**config.mk**
```make
export PLATFORM = sky130hd
export DESIGN_NAME = pushable_object_ctrl
export DESIGN_NICKNAME = d
export VERILOG_FILES = /design/src/rtl/pushable_object_ctrl.sv
export SDC_FILE = /design/constraint.sdc
export NUM_CORES = 1
export LEC_CHECK = 0
export BUFFER_PORTS_ARGS = -buffer_cell sky130_fd_sc_hd__buf_4
export CORE_ASPECT_RATIO = 0.75
export CORE_MARGIN = 2
export CORE_UTILIZATION = 52
export CTS_BUF_LIST = sky130_fd_sc_hd__clkbuf_4
export DETAILED_ROUTE_END_ITERATION = 12
export PLACE_DENSITY = 0.84
export REMOVE_ABC_BUFFERS = 1
export SLEW_MARGIN = 10
export SYNTH_ARGS = -nofsm -noshare
export SYNTH_HDL_FRONTEND = slang
export SYNTH_SLANG_ARGS = --single-unit
```
**constraint.sdc**
```tcl
create_clock -name clk -period 7.05 [get_ports clk]
set_clock_uncertainty 0.15 [all_clocks]
set_input_delay 1.41 -clock clk [delete_from_list [all_inputs] [get_ports clk]]
set_output_delay 1.41 -clock clk [all_outputs]
set_load 0.005 [all_outputs]
```
**src/rtl/pushable_object_ctrl.sv**
```systemverilog
// Pushable/pullable object controller: fixed-point position, push/pull move rules,
// wall backoff with a frame-counted hold, and screen clamping.
module pushable_object_ctrl #(
    parameter int FRAC_BITS   = 6,
    parameter int SPEED       = 128,
    parameter int OBJ_W       = 32,
    parameter int OBJ_H       = 32,
    parameter int ACTOR_W     = 16,
    parameter int ACTOR_H     = 16,
    parameter int REACH       = 16,
    parameter int TOL         = 3,
    parameter int HOLD_FRAMES = 4,
    parameter int SCREEN_W    = 640,
    parameter int SCREEN_H    = 480
) (
    input  logic               clk,
    input  logic               reset,
    input  logic               frame_start,
    input  logic               load,
    input  logic [10:0]        init_x,
    input  logic [10:0]        init_y,
    input  logic [10:0]        actor_x,
    input  logic [10:0]        actor_y,
    input  logic               key_u,
    input  logic               key_d,
    input  logic               key_l,
    input  logic               key_r,
    input  logic               magnet_on,
    input  logic               actor_touch,
    input  logic               wall_hit,
    input  logic [3:0]         hit_edge,
    output logic signed [10:0] obj_x,
    output logic signed [10:0] obj_y,
    output logic               moving,
    output logic [1:0]         dir,
    output logic               attached,
    output logic               blocked
);

    localparam int PW = 12 + FRAC_BITS;
    localparam int HW = (HOLD_FRAMES < 1) ? 1 : $clog2(HOLD_FRAMES + 1);

    localparam logic signed [PW-1:0] STEP  = PW'(SPEED);
    localparam logic signed [PW-1:0] MAX_X = PW'(SCREEN_W - OBJ_W);
    localparam logic signed [PW-1:0] MAX_Y = PW'(SCREEN_H - OBJ_H);

    localparam logic signed [11:0] LEFT_MIN  = 12'(-(ACTOR_W + REACH));
    localparam logic signed [11:0] RIGHT_MAX = 12'(OBJ_W + REACH);
    localparam logic signed [11:0] ABOVE_MIN = 12'(-(ACTOR_H + REACH));
    localparam logic signed [11:0] BELOW_MAX = 12'(OBJ_H + REACH);
    localparam logic signed [11:0] ALN_MIN   = 12'(-TOL);
    localparam logic signed [11:0] ALNX_MAX  = 12'(OBJ_W - ACTOR_W + TOL);
    localparam logic signed [11:0] ALNY_MAX  = 12'(OBJ_H - ACTOR_H + TOL);

    typedef enum logic [1:0] {FREE = 2'd0, ATTACHED = 2'd1, BLOCKED = 2'd2} state_t;
    typedef enum logic [1:0] {D_UP = 2'd0, D_DOWN = 2'd1, D_LEFT = 2'd2, D_RIGHT = 2'd3} dir_t;

    state_t                r_state, r_prev, w_state_nx, w_prev_nx, w_rules;
    dir_t                  r_dir, w_dir_nx, w_req_dir;
    logic signed [PW-1:0]  r_pos_x, r_pos_y, w_pos_x_nx, w_pos_y_nx, w_step_x, w_step_y;
    logic [HW-1:0]         r_hold, w_hold_nx;
    logic                  r_moving, w_moving_nx;
    logic signed [11:0]    w_dx, w_dy;
    logic                  w_left, w_right, w_above, w_below, w_algn_x, w_algn_y;
    logic                  w_one_key, w_zone_ok, w_aligned, w_move_ok;

    // A negative fixed-point value always has a negative integer part.
    function automatic logic signed [PW-1:0] f_clamp(input logic signed [PW-1:0] p,
                                                     input logic signed [PW-1:0] lim);
        if (p < 0)
            return '0;
        if ((p >>> FRAC_BITS) > lim)
            return lim <<< FRAC_BITS;
        return p;
    endfunction

    assign obj_x    = r_pos_x[FRAC_BITS +: 11];
    assign obj_y    = r_pos_y[FRAC_BITS +: 11];
    assign moving   = r_moving;
    assign dir      = r_dir;
    assign attached = (r_state == ATTACHED);
    assign blocked  = (r_state == BLOCKED);

    assign w_dx = {1'b0, actor_x} - {obj_x[10], obj_x};
    assign w_dy = {1'b0, actor_y} - {obj_y[10], obj_y};

    assign w_left   = (w_dx >= LEFT_MIN) && (w_dx < 12'sd0);
    assign w_right  = (w_dx > 12'sd0) && (w_dx <= RIGHT_MAX);
    assign w_above  = (w_dy >= ABOVE_MIN) && (w_dy < 12'sd0);
    assign w_below  = (w_dy > 12'sd0) && (w_dy <= BELOW_MAX);
    assign w_algn_x = (w_dx >= ALN_MIN) && (w_dx <= ALNX_MAX);
    assign w_algn_y = (w_dy >= ALN_MIN) && (w_dy <= ALNY_MAX);

    assign w_one_key = $onehot({key_u, key_d, key_l, key_r});
    assign w_rules   = (r_state == BLOCKED) ? r_prev : r_state;

    always_comb begin
        w_req_dir = D_UP;
        if (key_r)      w_req_dir = D_RIGHT;
        else if (key_l) w_req_dir = D_LEFT;
        else if (key_d) w_req_dir = D_DOWN;

        w_aligned = (w_req_dir == D_LEFT || w_req_dir == D_RIGHT) ? w_algn_y : w_algn_x;

        // Push needs the actor on the far side; pull needs it on the near side.
        w_zone_ok = 1'b0;
        if (w_rules == ATTACHED) begin
            case (w_req_dir)
                D_RIGHT: w_zone_ok = w_right;
                D_LEFT:  w_zone_ok = w_left;
                D_DOWN:  w_zone_ok = w_below;
                default: w_zone_ok = w_above;
            endcase
        end else begin
            case (w_req_dir)
                D_RIGHT: w_zone_ok = w_left;
                D_LEFT:  w_zone_ok = w_right;
                D_DOWN:  w_zone_ok = w_above;
                default: w_zone_ok = w_below;
            endcase
        end

        w_move_ok = w_one_key && w_aligned && w_zone_ok &&
                    !((r_state == BLOCKED) && (w_req_dir == r_dir));
    end

    always_comb begin
        w_state_nx  = r_state;
        w_prev_nx   = r_prev;
        w_hold_nx   = r_hold;
        w_moving_nx = r_moving;
        w_dir_nx    = r_dir;
        w_step_x    = '0;
        w_step_y    = '0;
        w_pos_x_nx  = r_pos_x;
        w_pos_y_nx  = r_pos_y;

        if (load) begin
            w_pos_x_nx  = f_clamp({1'b0, init_x, {FRAC_BITS{1'b0}}}, MAX_X);
            w_pos_y_nx  = f_clamp({1'b0, init_y, {FRAC_BITS{1'b0}}}, MAX_Y);
            w_state_nx  = FREE;
            w_prev_nx   = FREE;
            w_hold_nx   = '0;
            w_moving_nx = 1'b0;
        end else begin
            if (wall_hit) begin
                w_state_nx = BLOCKED;
                if (r_state != BLOCKED)
                    w_prev_nx = r_state;
                w_hold_nx = HW'(HOLD_FRAMES);
                // Back off only for a single edge on one axis.
                if (!(hit_edge[1] | hit_edge[3]) && (hit_edge[0] ^ hit_edge[2])) begin
                    w_step_y    = hit_edge[0] ? -STEP : STEP;
                    w_moving_nx = 1'b1;
                end else if (!(hit_edge[0] | hit_edge[2]) && (hit_edge[1] ^ hit_edge[3])) begin
                    w_step_x    = hit_edge[1] ? -STEP : STEP;
                    w_moving_nx = 1'b1;
                end
            end else begin
                if (frame_start) begin
                    w_moving_nx = w_move_ok;
                    if (w_move_ok) begin
                        w_dir_nx = w_req_dir;
                        case (w_req_dir)
                            D_UP:    w_step_y = -STEP;
                            D_DOWN:  w_step_y = STEP;
                            D_LEFT:  w_step_x = -STEP;
                            default: w_step_x = STEP;
                        endcase
                    end
                end
                case (r_state)
                    FREE:     if (magnet_on && actor_touch) w_state_nx = ATTACHED;
                    ATTACHED: if (!magnet_on) w_state_nx = FREE;
                    BLOCKED: begin
                        if (r_hold == '0)
                            w_state_nx = (r_prev == ATTACHED && magnet_on) ? ATTACHED : FREE;
                        else if (frame_start)
                            w_hold_nx = r_hold - 1'b1;
                    end
                    default:  w_state_nx = FREE;
                endcase
            end
            w_pos_x_nx = f_clamp(r_pos_x + w_step_x, MAX_X);
            w_pos_y_nx = f_clamp(r_pos_y + w_step_y, MAX_Y);
        end
    end

    always_ff @(posedge clk) begin
        if (reset) begin
            r_pos_x  <= {1'b0, init_x, {FRAC_BITS{1'b0}}};
            r_pos_y  <= {1'b0, init_y, {FRAC_BITS{1'b0}}};
            r_state  <= FREE;
            r_prev   <= FREE;
            r_hold   <= '0;
            r_moving <= 1'b0;
            r_dir    <= D_UP;
        end else begin
            r_pos_x  <= w_pos_x_nx;
            r_pos_y  <= w_pos_y_nx;
            r_state  <= w_state_nx;
            r_prev   <= w_prev_nx;
            r_hold   <= w_hold_nx;
            r_moving <= w_moving_nx;
            r_dir    <= w_dir_nx;
        end
    end

endmodule

```
==> reports/summary.md <==
* 6.916 ns — clock period minus final worst setup slack
* 4,430 — detailed-route via count
* 0.7000 mW — sum of internal, switching and leakage power
* 85 — Port Buffer Count
* 7.836 um^2 — Avg Synthesized Cell Area
* r_pos_x[6]$_DFFE_PP_ — beginning of the worst register-to-register path
* sky130_fd_sc_hd__clkbuf_4 — buffer type at the clock tree root
* finished clean — outcome
* sky130_fd_sc_hd__dfxtp_1 (15%), sky130_fd_sc_hd__ha_1 (15%), sky130_fd_sc_hd__inv_1 (4.6%) — Synth area leaders
* 2 — number of instances on the worst hold path
* 30.4% — Flop pwr share
* 0.00008179 V — worst supply voltage drop on vdd
* 32 — CTS sink cnt
* 40.37% — fraction of power spent switching nets
* sky130_fd_sc_hd__dfxtp_1 — ys flop type
* 745 — number of nets in the finished design
* 25 — Reg2Reg Depth
* 0.57 ns — max incr delay on CP
* 86 — number of top-level pins
* 0 — number of diodes
* 719 — number of cells in the design after placement
* 2 — maximum level of the CTS H-tree
* 0.8779 — weighted congestion at the end of routability-driven global placement
* in -> reg — Worst Path Class, Setup
* sky130_fd_sc_hd__dfxtp_1 — cell type with the largest total area after synthesis
* 0.34 ns — worst-skew pair later-pin latency
* 16.22 um — per-cell routed wire length
* 2 — Max Root-Sink Buffers
* 19 — maximum number of pins on one net before global-route repair
* 3965 um^2 — area of the mapped netlist
* 16.66% — post-synthesis sequential area ratio
* 0.1341 ns — fin worst setup slack
* 0 — number of max-cap violations
* 54.5% — share of power burned in combinational logic
* -0.4527 ns — minimum setup slack after placement
* 0.2826 mW — power dissipated by switching net loads
* 71.27% — final design utilization
* 144.6 MHz — Max Freq
* 6 — DR pass1 iterations
* 506 — gate count of the mapped netlist
* 0 — Hold Vio Cnt, Final
* 0 — Yosys warning count
* 735 — final standard cell count with taps included and fillers excluded
* 7.02 ns — data required time at the worst endpoint
* 0% — fraction of registers with async set/reset
* 570 — Filler Cells Inserted
* r_pos_y[6]$_DFFE_PP_ — endpoint of the worst register-to-register path
* 0.5874 ns — Slew @ Worst Pin
* true — RSZ-0062 raised after global routing
* 73 — Unique masters post-synth
* 32.38% — area grow syn2layout
* 15.15% — area share of the largest cell type after synthesis
* 6 — CP max FO
* 4,091 — via count of the first global-routing pass
* 27.21% — overall fraction of global-route tracks in use
* 15.1% — part of the total power dissipated in the clock network
* 79.63 um — Die Span Y
* 7365 um^2 — core box area
* 0 — antenna violations before repair
* 0 — quantity of hold-fixing buffers added after cts
* 0.4174 mW — cell internal power dissipation
* 6.88 ns — worst path arrival time
* r_prev[1]$_SDFFE_PP0P_ — hold path startpoint
* reg -> reg — class of the tightest hold or removal check
* 2.441 nW — reported leakage power
* 9476 um — HPWL reported at the end of detailed placement
* 6.027 — drt via density
* 60.80% — Slew HR
* 5 — number of clock buffers inserted by TritonCTS
* 27 — num rows
* 11,920 um — detailed-route wire length
* sky130_fd_sc_hd__a21oi_2 — CP dominant cell by count
* 0 — number of max-slew violations in the final report
* 2 — number of flops mapped to enable cells by yosys
* 0 — Remaining Overflow, GRT
* 18,740 um — first-pass GRT wire length
* 0 — antenna violation net count after detailed routing
* 104.8 um — Die Wd
* r_prev[1]$_SDFFE_PP0P_ — end point of the worst hold path
* 0.11 ns — register clock-pin slew on the reported worst setup and hold paths
* input port — critical path startpoint category
* 0 ns — Setup TNS
* sky130_fd_sc_hd__or4b_4 — Slowest-stage cell, CP
* 213 — detailed router's first-iteration violation count
* 98.10% — final period utilization
* 27.76% — fraction of final layout cells sized beyond drive strength 1
* 660.6 um^2 — combined flip-flop and latch cell area
* 133.4 nW/um^2 — power density over the cells
* register — Worst setup EP type
* 0 — detailed-route DRC error count
* built — clock tree from TritonCTS
* 53.84% — initial cell density of the core
* 8347 um^2 — Die ar.
* 0 — Final Setup Violations
* 0.86 ns — register-to-register path setup slack
* 32 — number of flip-flops and latches in the synthesized netlist
* 3266 um^2 — multi-input logic area
[synth_stat cells (4+ instances only)]
| library cell | number |
|---|---|
| sky130_fd_sc_hd__nand2_1 | 42 |
| sky130_fd_sc_hd__a31oi_1 | 4 |
| sky130_fd_sc_hd__o2111ai_1 | 5 |
| sky130_fd_sc_hd__o21ai_0 | 21 |
| sky130_fd_sc_hd__nor2b_1 | 11 |
| sky130_fd_sc_hd__a21oi_1 | 30 |
| sky130_fd_sc_hd__and2_1 | 8 |
| sky130_fd_sc_hd__or4_1 | 6 |
| sky130_fd_sc_hd__and3_1 | 7 |
| sky130_fd_sc_hd__nor4_1 | 5 |
| sky130_fd_sc_hd__a32o_1 | 6 |
| sky130_fd_sc_hd__ha_1 | 48 |
| sky130_fd_sc_hd__o31ai_1 | 8 |
| sky130_fd_sc_hd__inv_1 | 49 |
| sky130_fd_sc_hd__a2111oi_0 | 4 |
| sky130_fd_sc_hd__mux2i_1 | 4 |
| sky130_fd_sc_hd__nand2b_1 | 11 |
| sky130_fd_sc_hd__xnor2_1 | 14 |
| sky130_fd_sc_hd__a221oi_1 | 6 |
| sky130_fd_sc_hd__o211ai_1 | 7 |
| sky130_fd_sc_hd__nor2_1 | 36 |
| sky130_fd_sc_hd__a21o_1 | 11 |
| sky130_fd_sc_hd__nor3_1 | 16 |
| sky130_fd_sc_hd__nand3_1 | 11 |
| sky130_fd_sc_hd__xor2_1 | 13 |
| sky130_fd_sc_hd__clkbuf_1 | 6 |
| sky130_fd_sc_hd__fa_1 | 5 |
| sky130_fd_sc_hd__nand4_1 | 4 |
| sky130_fd_sc_hd__or3_1 | 4 |
| sky130_fd_sc_hd__dfxtp_1 | 30 |
| sky130_fd_sc_hd__o21bai_1 | 5 |
| sky130_fd_sc_hd__a211oi_1 | 5 |
[power by group through the flow]
stage | combinational, mW | sequential, mW | clock [mW]
detailed placement | 0.349 | 0.216 | 0
finish | 0.382 | 0.213 | 0.106
floorplan | 0.224 | 0.210 | 0
CTS | 0.355 | 0.212 | 0.105
global route | 0.418 | 0.214 | 0.112
global placement | 0.337 | 0.216 | 0
[per-layer routing]
metal	wire length (um)	GRT usage, %	up-vias	part of all wire (%)
li1	-	-	2149	-
met1	5535	37.72	2104	46
met2	5525	45.65	153	46
met3	657	3.429	24	5.5
met4	202	5.600	0	1.7
met5	0	0	-	0
[metrics by stage]
stage,instance area (um^2),hold slack [ns]
final,5249,0.3321
after global routing,5249,0.3931
after CTS,5061,0.3229
after detailed placement,4962,0.3052
after global placement,4962,0.2925
after floorplan,3935,0.2780
[worst max path at each step]
stage | startpoint | to | depth (start not counted)
floorplan | actor_x[0] | r_pos_y[6]$_DFFE_PP_ | 26
detailed placement | actor_x[0] | r_pos_y[6]$_DFFE_PP_ | 27
finish | actor_x[0] | r_pos_y[6]$_DFFE_PP_ | 27
global route | actor_x[0] | r_pos_y[6]$_DFFE_PP_ | 27
CTS | actor_x[0] | r_pos_y[6]$_DFFE_PP_ | 27
global placement | actor_x[0] | r_pos_y[6]$_DFFE_PP_ | 27
[registers in the layout, indices dropped and copies added (netlist names)]
signal,count
r_pos_x,11
moving,1
r_state,2
r_hold,3
dir,2
r_pos_y,11
r_prev,2
[layout make-up]
class	instances	area share, %
Clock buffer	6	0.8582
Inverter	49	3.552
Sequential cell	32	12.59
Timing Repair Buffer	127	18.24
Tap cell	101	2.408
Multi-Input combinational cell	418	62.22
Clock inverter	2	0.1430
[what timing repair did]
action	CTS	global route
setup endpoints to repair	6	19
gates resized for setup	6	34
setup buffers	3	4
pin swaps	9	23
gates cloned	0	1
[critical path: cells and delay by family]
kind / cells / cell delay (ns)
AO/OA/AOI/OAI: 14 / 2.37
AND/OR/NAND/NOR: 5 / 1.70
adder cells (fa/ha/maj): 4 / 1.01
buffers and inverters: 3 / 0.19
XOR/XNOR: 1 / 0.20
[layout by cell type (no fill, tap or decap), types with 5 or more instances in the layout]
cell | netlist | routed
sky130_fd_sc_hd__buf_4 | 0 | 126
sky130_fd_sc_hd__a221oi_1 | 6 | 5
sky130_fd_sc_hd__or4_1 | 6 | 5
sky130_fd_sc_hd__a211oi_1 | 5 | 5
sky130_fd_sc_hd__nand2_1 | 42 | 42
sky130_fd_sc_hd__inv_1 | 49 | 47
sky130_fd_sc_hd__and3_1 | 7 | 7
sky130_fd_sc_hd__nand2b_1 | 11 | 11
sky130_fd_sc_hd__o31ai_1 | 8 | 7
sky130_fd_sc_hd__nor2_1 | 36 | 35
sky130_fd_sc_hd__and2_1 | 8 | 8
sky130_fd_sc_hd__xnor2_1 | 14 | 14
sky130_fd_sc_hd__clkbuf_4 | 0 | 6
sky130_fd_sc_hd__o211ai_1 | 7 | 7
sky130_fd_sc_hd__a21o_1 | 11 | 11
sky130_fd_sc_hd__nor2b_1 | 11 | 11
sky130_fd_sc_hd__nor3_1 | 16 | 15
sky130_fd_sc_hd__dfxtp_1 | 30 | 30
sky130_fd_sc_hd__a21oi_1 | 30 | 26
sky130_fd_sc_hd__xor2_1 | 13 | 13
sky130_fd_sc_hd__o21ai_0 | 21 | 16
sky130_fd_sc_hd__nand3_1 | 11 | 11
sky130_fd_sc_hd__ha_1 | 48 | 46
sky130_fd_sc_hd__a32o_1 | 6 | 6
sky130_fd_sc_hd__o21ai_1 | 3 | 8
[cell families after synthesis]
family	count (synthesis)	synth area share [%]
simple gates	174	22.66
fa+ha+maj	53	17.67
flops	32	16.66
mux	5	1.294
buf+inv	57	5.396
xor+xnor	29	7.069
compound gates	156	29.25
Power figures use the tool's default switching activity.
